==> config.mk <==
export PLATFORM = sky130hd
export DESIGN_NAME = ttt_game_ctrl
export DESIGN_NICKNAME = d
export VERILOG_FILES = /design/src/rtl/tictactoe_pkg.sv /design/src/rtl/ttt_move_check.sv /design/src/rtl/ttt_game_ctrl.sv
export SDC_FILE = /design/constraint.sdc
export NUM_CORES = 1
export LEC_CHECK = 0
export CORE_ASPECT_RATIO = 0.6
export CORE_MARGIN = 3
export CORE_UTILIZATION = 30
export DETAILED_ROUTE_END_ITERATION = 12
export GPL_TIMING_DRIVEN = 1
export HOLD_SLACK_MARGIN = 0.12
export PLACE_DENSITY = 0.6
export SLEW_MARGIN = 10
export SYNTH_ARGS = -nofsm -noshare
export SYNTH_HDL_FRONTEND = slang
export SYNTH_SLANG_ARGS = --single-unit
export TNS_END_PERCENT = 20
==> constraint.sdc <==
create_clock -name clk -period 3.6 [get_ports clk]
set_input_delay 1.08 -clock clk [delete_from_list [all_inputs] [get_ports clk]]
set_output_delay 1.08 -clock clk [all_outputs]
set_load 0.1 [all_outputs]
==> src/rtl/tictactoe_pkg.sv <==
// tictactoe_pkg: shared definitions for the tic-tac-toe game controller.
//   - state and winner encodings seen on the controller outputs
//   - board size and full-board constant
//   - the eight line masks in DetectWinner's win_line bit order
//     (bit 8 of a board = top-left square, bit 0 = bottom-right)
//   - one-hot helper used by the move checker
package tictactoe_pkg;

  typedef enum logic [1:0] {
    IDLE = 2'd0,
    PLAY = 2'd1,
    EVAL = 2'd2,
    DONE = 2'd3
  } state_e;

  typedef enum logic [1:0] {
    W_NONE = 2'b00,
    W_A    = 2'b01,
    W_B    = 2'b10,
    W_DRAW = 2'b11
  } winner_e;

  localparam int NUM_SQUARES = 9;
  localparam logic [NUM_SQUARES-1:0] FULL_BOARD = 9'h1FF;

  // Index i is the square set reported on win_line[i]:
  // rows top/middle/bottom, columns left/middle/right, main diag, anti diag.
  localparam logic [NUM_SQUARES-1:0] LINE_MASK [8] = '{
    9'h1C0, 9'h038, 9'h007,
    9'h124, 9'h092, 9'h049,
    9'h111, 9'h054
  };

  // True when exactly one bit of v is set.
  function automatic logic is_onehot9(input logic [NUM_SQUARES-1:0] v);
    return (v != 9'h000) && ((v & (v - 9'h001)) == 9'h000);
  endfunction

endpackage

==> src/rtl/ttt_move_check.sv <==
// ttt_move_check: combinational legality check for a requested move.
// Ports:
//   move_pos  in  9  requested square, one-hot
//   occupied  in  9  squares already taken by either player
//   legal     out 1  exactly one square requested and it is free
//   is_onehot out 1  exactly one square requested
module ttt_move_check
  import tictactoe_pkg::*;
(
  input  logic [NUM_SQUARES-1:0] move_pos,
  input  logic [NUM_SQUARES-1:0] occupied,
  output logic                   legal,
  output logic                   is_onehot
);

  assign is_onehot = is_onehot9(move_pos);
  assign legal     = is_onehot && ((move_pos & occupied) == 9'h000);

endmodule

==> src/rtl/ttt_game_ctrl.sv <==
// ttt_game_ctrl: tic-tac-toe game controller around an external DetectWinner.
// Holds both players' boards, accepts moves over valid/ready, evaluates the
// board one cycle after each accepted move and declares win or draw.
// Build option: define TTT_UNDO_EN to add the undo input and a one-level
// move history (last square, last mover, valid flag).
// Ports:
//   clk, reset_n         clock, asynchronous active-low reset
//   start                clear board and begin a game (any state, top priority)
//   move_valid/move_pos  move request, one-hot square
//   move_ready           high only in PLAY
//   move_err             1-cycle pulse after a rejected move
//   a_pos, b_pos         player boards, to DetectWinner ain/bin
//   win_line             from DetectWinner, bits 7:0 used
//   turn                 player to move (0=A, 1=B)
//   state                IDLE=0, PLAY=1, EVAL=2, DONE=3
//   winner               00 none, 01 A, 10 B, 11 draw
//   win_mask             win_line[7:0] latched at game end
//   turn_timeout         1-cycle pulse when a stalled turn is forfeited
//   undo                 (TTT_UNDO_EN only) take back the last move
module ttt_game_ctrl
  import tictactoe_pkg::*;
#(
  parameter int FIRST_PLAYER   = 0,
  parameter int TIMEOUT_CYCLES = 0
)(
  input  logic                   clk,
  input  logic                   reset_n,
  input  logic                   start,
  input  logic                   move_valid,
  input  logic [NUM_SQUARES-1:0] move_pos,
  output logic                   move_ready,
  output logic                   move_err,
  output logic [NUM_SQUARES-1:0] a_pos,
  output logic [NUM_SQUARES-1:0] b_pos,
  input  logic [NUM_SQUARES-1:0] win_line,
  output logic                   turn,
  output logic [1:0]             state,
  output logic [1:0]             winner,
  output logic [7:0]             win_mask,
  output logic                   turn_timeout
`ifdef TTT_UNDO_EN
  ,
  input  logic                   undo
`endif
);

  localparam bit   TIMER_EN   = (TIMEOUT_CYCLES > 0);
  localparam int   TW         = TIMER_EN ? $clog2(TIMEOUT_CYCLES + 1) : 1;
  localparam int   LAST_I     = TIMER_EN ? (TIMEOUT_CYCLES - 1) : 0;
  localparam logic [TW-1:0] TIMER_LAST = TW'(LAST_I);
  localparam logic FIRST_TURN = (FIRST_PLAYER != 0) ? 1'b1 : 1'b0;

  state_e                   state_r, state_s;
  winner_e                  winner_r, winner_s;
  logic [NUM_SQUARES-1:0]   a_r, a_s, b_r, b_s;
  logic                     turn_r, turn_s;
  logic [7:0]               mask_r, mask_s;
  logic                     err_r, err_s;
  logic                     to_r, to_s;
  logic [TW-1:0]            timer_r, timer_s, timer_inc_s;
  logic                     timeout_hit_s;
  logic                     legal_s, onehot_s;
  logic                     unused_wl8_s;
`ifdef TTT_UNDO_EN
  logic [NUM_SQUARES-1:0]   hist_pos_r, hist_pos_s;
  logic                     hist_player_r, hist_player_s;
  logic                     hist_valid_r, hist_valid_s;
`endif

  // DetectWinner only reports eight lines; its bit 8 carries nothing.
  assign unused_wl8_s = win_line[8];

  ttt_move_check u_move_check (
    .move_pos  (move_pos),
    .occupied  (a_r | b_r),
    .legal     (legal_s),
    .is_onehot (onehot_s)
  );

  assign timer_inc_s   = TIMER_EN ? (timer_r + TW'(1)) : {TW{1'b0}};
  assign timeout_hit_s = TIMER_EN && (timer_r == TIMER_LAST);

  // Next-state and next-output logic for the game sequencer.
  // Within PLAY the order is: legal move, rejected move, undo, idle.
  // A rejected move landing on the timeout edge is absorbed by the timeout
  // (the turn passes) so move_err and turn_timeout can never pulse together.
  always_comb begin
    state_s  = state_r;
    winner_s = winner_r;
    a_s      = a_r;
    b_s      = b_r;
    turn_s   = turn_r;
    mask_s   = mask_r;
    err_s    = 1'b0;
    to_s     = 1'b0;
    timer_s  = timer_r;
`ifdef TTT_UNDO_EN
    hist_pos_s    = hist_pos_r;
    hist_player_s = hist_player_r;
    hist_valid_s  = hist_valid_r;
`endif
    if (start) begin
      state_s  = PLAY;
      winner_s = W_NONE;
      a_s      = 9'h000;
      b_s      = 9'h000;
      turn_s   = FIRST_TURN;
      mask_s   = 8'h00;
      timer_s  = {TW{1'b0}};
`ifdef TTT_UNDO_EN
      hist_pos_s    = 9'h000;
      hist_player_s = 1'b0;
      hist_valid_s  = 1'b0;
`endif
    end else begin
      case (state_r)
        IDLE: state_s = IDLE;
        PLAY: begin
          if (move_valid && legal_s) begin
            if (turn_r) begin
              b_s = b_r | move_pos;
            end else begin
              a_s = a_r | move_pos;
            end
            timer_s = {TW{1'b0}};
            state_s = EVAL;
`ifdef TTT_UNDO_EN
            hist_pos_s    = move_pos;
            hist_player_s = turn_r;
            hist_valid_s  = 1'b1;
`endif
          end else if (move_valid) begin
            if (timeout_hit_s) begin
              turn_s  = ~turn_r;
              timer_s = {TW{1'b0}};
              to_s    = 1'b1;
            end else begin
              err_s   = 1'b1;
              timer_s = timer_inc_s;
            end
`ifdef TTT_UNDO_EN
          end else if (undo && hist_valid_r) begin
            if (hist_player_r) begin
              b_s = b_r & ~hist_pos_r;
            end else begin
              a_s = a_r & ~hist_pos_r;
            end
            turn_s       = hist_player_r;
            hist_valid_s = 1'b0;
            timer_s      = {TW{1'b0}};
`endif
          end else if (timeout_hit_s) begin
            turn_s  = ~turn_r;
            timer_s = {TW{1'b0}};
            to_s    = 1'b1;
          end else begin
            timer_s = timer_inc_s;
          end
        end
        EVAL: begin
          // win_line already reflects the board updated on the previous edge.
          if (win_line[7:0] != 8'h00) begin
            winner_s = turn_r ? W_B : W_A;
            mask_s   = win_line[7:0];
            state_s  = DONE;
          end else if ((a_r | b_r) == FULL_BOARD) begin
            winner_s = W_DRAW;
            state_s  = DONE;
          end else begin
            turn_s  = ~turn_r;
            state_s = PLAY;
          end
        end
        DONE: state_s = DONE;
        default: state_s = IDLE;
      endcase
    end
  end

  // State and output registers.
  always_ff @(posedge clk or negedge reset_n) begin
    if (!reset_n) begin
      state_r  <= IDLE;
      winner_r <= W_NONE;
      a_r      <= 9'h000;
      b_r      <= 9'h000;
      turn_r   <= FIRST_TURN;
      mask_r   <= 8'h00;
      err_r    <= 1'b0;
      to_r     <= 1'b0;
      timer_r  <= {TW{1'b0}};
    end else begin
      state_r  <= state_s;
      winner_r <= winner_s;
      a_r      <= a_s;
      b_r      <= b_s;
      turn_r   <= turn_s;
      mask_r   <= mask_s;
      err_r    <= err_s;
      to_r     <= to_s;
      timer_r  <= timer_s;
    end
  end

`ifdef TTT_UNDO_EN
  // One-level move history for undo.
  always_ff @(posedge clk or negedge reset_n) begin
    if (!reset_n) begin
      hist_pos_r    <= 9'h000;
      hist_player_r <= 1'b0;
      hist_valid_r  <= 1'b0;
    end else begin
      hist_pos_r    <= hist_pos_s;
      hist_player_r <= hist_player_s;
      hist_valid_r  <= hist_valid_s;
    end
  end
`endif

  assign move_ready   = (state_r == PLAY);
  assign move_err     = err_r;
  assign turn_timeout = to_r;
  assign a_pos        = a_r;
  assign b_pos        = b_r;
  assign turn         = turn_r;
  assign state        = state_r;
  assign winner       = winner_r;
  assign win_mask     = mask_r;

endmodule

[Word-level counts from Yosys, hierarchy flattened]
Index checks and enable logic that the tools add are counted.
Storage, ports and cells
  bits of input ports: 22
  logic and storage cells: 70
  bits in registers: 32
Operators by class
  equality and inequality tests: 8
  bitwise gates (word level): 6
  $add $sub $neg: 1
  muxes and demuxes: 29
  reductions and logical operators: 19
Operators by type and width (number)
  $mux 9: 8
  $or 9x9->9: 3
  $mux 8: 3
  $and 9x9->9: 2
  $logic_not 9->1: 2
  $mux 2: 9
  $reduce_bool 2->1: 5
  $eq 9x9->1 const B: 1
  $reduce_and 3->1: 3
  $reduce_bool 9->1: 1
  $sub 9x1->9 const B: 1
  $mux 1: 8
  $pmux 2 s4: 1
  $reduce_bool 8->1: 1
  $ne 2x2->1 const B: 3
  $eq 2x2->1 const B: 2
  $reduce_and 2->1: 2
  $logic_and 1x1->1: 3
  $ne 3x2->1 const B: 1
  $reduce_bool 3->1: 1
  $eq 2x1->1 const B: 1
  $logic_not 2->1: 1
  $not 1->1: 1

[Longest topological paths before layout]
  depth in word-level cells: 9
  depth in mapped cells: 6
  gate-level depth less buffers: 5

[By module]
From an unflattened synthesis, not the netlist that was laid out.
Second synthesis, totals
  cell total of the unflattened synthesis: 166
  area total of the unflattened synthesis: 1644.1 um2
Modules (own cells, without submodules)
  ttt_game_ctrl: instances 1, area each 1482.7 um2, cells each 147, seq. area each 800.8 um2
  ttt_move_check: instances 1, area each 161.4 um2, cells each 19, seq. area each 0.0 um2

[Worst setup path before layout]
OpenSTA, ideal clock, no wires.
  path type: reg2out
  start: register state_r[0], in the netlist state[0]
  end: output port move_ready
  stages on the path, launching flop included: 2
  buffers on the path: 0
  data required time: 2.520 ns
  data arrival time: 2.425 ns
  slack: 0.095 ns
  cell sequence: dfrtp_1 -> nor2b_1
Between the ends
  word-level cells in the longest chain between the ends: 1
RTL lines
  start: declaration: line ttt_game_ctrl.sv:53  | state_e state_r, state_s;
  start signal: assignment: line ttt_game_ctrl.sv:193  | state_r <= state_s;
  $eq 2x1->1: line ttt_game_ctrl.sv:220  | assign move_ready = (state_r == PLAY);
  end: declaration: line ttt_game_ctrl.sv:31  | output logic move_ready,
No other way between the ends.

[Worst setup path after layout]
  start: input port move_pos[1]
  end: register state_r[0], in the netlist state[0]
Between the ends
  word-level cells in the longest chain between the ends: 7
  elaborated cells on any way between the ends: 10
RTL lines
  start: declaration: line ttt_game_ctrl.sv:30  | input logic [NUM_SQUARES-1:0] move_pos,
  $sub 9x1->9: line tictactoe_pkg.sv:36  | return (v != 9'h000) && ((v & (v - 9'h001)) == 9'h000);
  $and 9x9->9: line tictactoe_pkg.sv:36
  $logic_not 9->1: line tictactoe_pkg.sv:36
  $logic_and 1x1->1: line tictactoe_pkg.sv:36
  $logic_and 1x1->1 *: line ttt_move_check.sv:17  | assign legal = is_onehot && ((move_pos & occupied) == 9'h000);
  $logic_and 1x1->1 *: line ttt_game_ctrl.sv:119  | if (move_valid && legal_s) begin
  $ne 3x2->1 (no line) *
Every way passes the cells marked *; elsewhere a longest branch is shown, timed or not.
A chain may end at the register's enable or synchronous reset.

==> impl_metrics.json <==
{
  "crit_required_ps": 3770,
  "min_path_type": "flip-flop to flip-flop",
  "syn_area_per_cell_um2": 10.9,
  "cap_violations": 0,
  "synthTopCellsByCount": "dfrtp_1, nand2_1, nand3_1, o2bb2ai_1, nand3b_1",
  "max_freq_mhz": 344,
  "hold_viol": 0,
  "rsz0062_at_grt": "false",
  "grt_pass1_vias": 1387,
  "synth_edf_count": 0,
  "nFillCells": 523,
  "ctsHoldBuffers": 0,
  "gp_congestion": 0.771,
  "ys_async_sr_fraction_pct": 100,
  "grt_max_degree": 33,
  "cts_resized": 0,
  "viasPerCell": 5.19,
  "finalSetupViolCount": 0,
  "placed_area_um2": 2180,
  "final_cells": 274,
  "ff_latch_area_um2": 801,
  "synth_nets": 176,
  "status": "finished clean",
  "clk_pin_slew_worst_paths_ps": 70,
  "first_pass_iters": 4,
  "final_area_um2": 2260,
  "setup_ws_ps": 692,
  "clockBufferDepth": 2,
  "yosysMostFrequentCell": "dfrtp_1",
  "rows": 20,
  "syn_inst": 154,
  "cp_data_arrival_time_ps": 3070,
  "end_kind": "flip-flop",
  "htree_num_levels": 2,
  "nNetsFinal": 230,
  "area_growth_pct": 34.3,
  "cts_setup_buffers": 0,
  "die_area_um2": 6570,
  "drc_errors": 0,
  "coreArea_um2": 5230,
  "die_x_um": 103,
  "grt_usage_pct": 14.8,
  "synth_top_flop_cell": "dfrtp_1",
  "p_per_area_nw_per_um2": 312,
  "yosysTopAreaCell": "dfrtp_1",
  "antenna_left": 0,
  "cts_sinks": 32,
  "die_h_um": 64.0,
  "wirelength_um": 4590,
  "cts_made_buffers": 5,
  "root_buffer": "clkbuf_8",
  "synthTopCellsByArea": "dfrtp_1, o2bb2ai_2, o2bb2ai_1, nand3b_1, nand2_1",
  "insertedDiodeCount": 0,
  "fin_crit_ps": 2910,
  "critPathMaxFanout": 15,
  "place_ws_ps": 395,
  "tightest_slew_ps": 847,
  "setup_tns_ps": 0,
  "ys_ff_latch": 32,
  "hold_ws_ps": 529,
  "drive_gt1_share_pct": 28.4,
  "total_power_uw": 705,
  "fin_skew_ps": 7.48,
  "grt.overflow.total": 0,
  "antenna_found_initial": 0,
  "post-route-util_pct": 43.2,
  "synth_top_area_share_pct": 47.6,
  "maxSlewHeadroom_pct": 43.5,
  "wl_per_cell_um": 16.8,
  "yosysSeqAreaShare_pct": 47.6,
  "via_count": 1423,
  "worst_setup_path_start_kind": "primary input",
  "ys_types": 41,
  "period_share_pct": 80.8,
  "drt_iter0_drc": 74,
  "dp.final_hpwl_um": 3330,
  "portBuffers": 53,
  "ios": 56,
  "cts_tree": "done",
  "ys_warn_count": 0,
  "grt_pass1_wl_um": 7490,
  "leakage_nw": 0.943,
  "clock_latency_ps": 280,
  "multiInputGateArea_um2": 810,
  "syn_area_um2": 1680,
  "placedCellCount": 267,
  "ir_drop_uv": 128,
  "final_max_slew_viol_count": 0,
  "start_util_pct": 32.2,
  "critPathKind": "primary input to flip-flop"
}
==> power breakdown <==
part,switching (mW),internal [mW]
clock network,0.127,0.131
registers,0.000774,0.361
logic,0.0525,0.0328
==> worst max-delay path: stages <==
cell             delay (ps)
clkdlybuf4s50_1         550
or3_4                   470
nor4_4                  230
xnor2_1                 200
nand4b_4                130
buf_4                   220
o32a_1                  190
==> final timing paths <==
kind | from | endpoint | slack (ps) | cells past startpoint
worst min register to register | win_mask[1] | win_mask[1] | 530 | 2
max in group asynchronous | reset_n | b_pos[5] | 2080 | 2
worst max register to register | state[1] | winner[1] | 1610 | 3
min in group asynchronous | reset_n | a_pos[1] | 1200 | 2
worst min-delay path | win_mask[1] | win_mask[1] | 530 | 2
worst max-delay path | move_pos[1] | state[0] | 690 | 7
==> registers in the layout, summed over array words and instances (netlist names) <==
register,count
move_err,1
winner,2
state,2
a_pos,9
win_mask,8
turn,1
b_pos,9
==> placed cells by master (no fill, tap or decap), types with 6 or more instances in the layout <==
cell type,netlist,routed
a21oi_1,8,8
o2bb2ai_1,10,10
clkdlybuf4s50_1,0,20
o2bb2ai_2,8,8
o21ai_0,6,6
nand3_1,11,11
dfrtp_1,32,32
nand2_1,16,16
buf_4,1,38
nand3b_1,9,9
==> cell families (layout without fill, tap and decap cells) <==
group | Yosys count | count (layout) | share of synthesized area (%)
AO/OA/AOI/OAI | 50 | 50 | 26.5
XOR/XNOR | 1 | 1 | 0.521
buffers and inverters | 12 | 66 | 4.31
flip-flops | 32 | 32 | 47.6
other | 1 | 1 | 0.223
AND/OR/NAND/NOR | 58 | 58 | 20.8
==> metal layers <==
| layer | wire [µm] | global-route usage, % | vias to the layer above | share of wire [%] |
|---|---|---|---|---|
| met1 | 2460 | 24.5 | 672 | 54 |
| li1 | - | - | 701 | - |
| met4 | 41 | 3.93 | 0 | 0.89 |
| met5 | 0 | 0 | - | 0 |
| met3 | 266 | 3.93 | 5 | 5.8 |
| met2 | 1820 | 18.0 | 45 | 40 |
==> final cells by class <==
cell class	count	share of cell area, %
Inverter	1	0.166
Clock inverter	1	0.221
Clock buffer	6	3.21
Sequential cell	32	35.4
Multi-Input combinational cell	110	35.8
Timing Repair Buffer	58	21.5
Tap cell	66	3.65
Note: power is estimated with default switching activity, not from simulation.
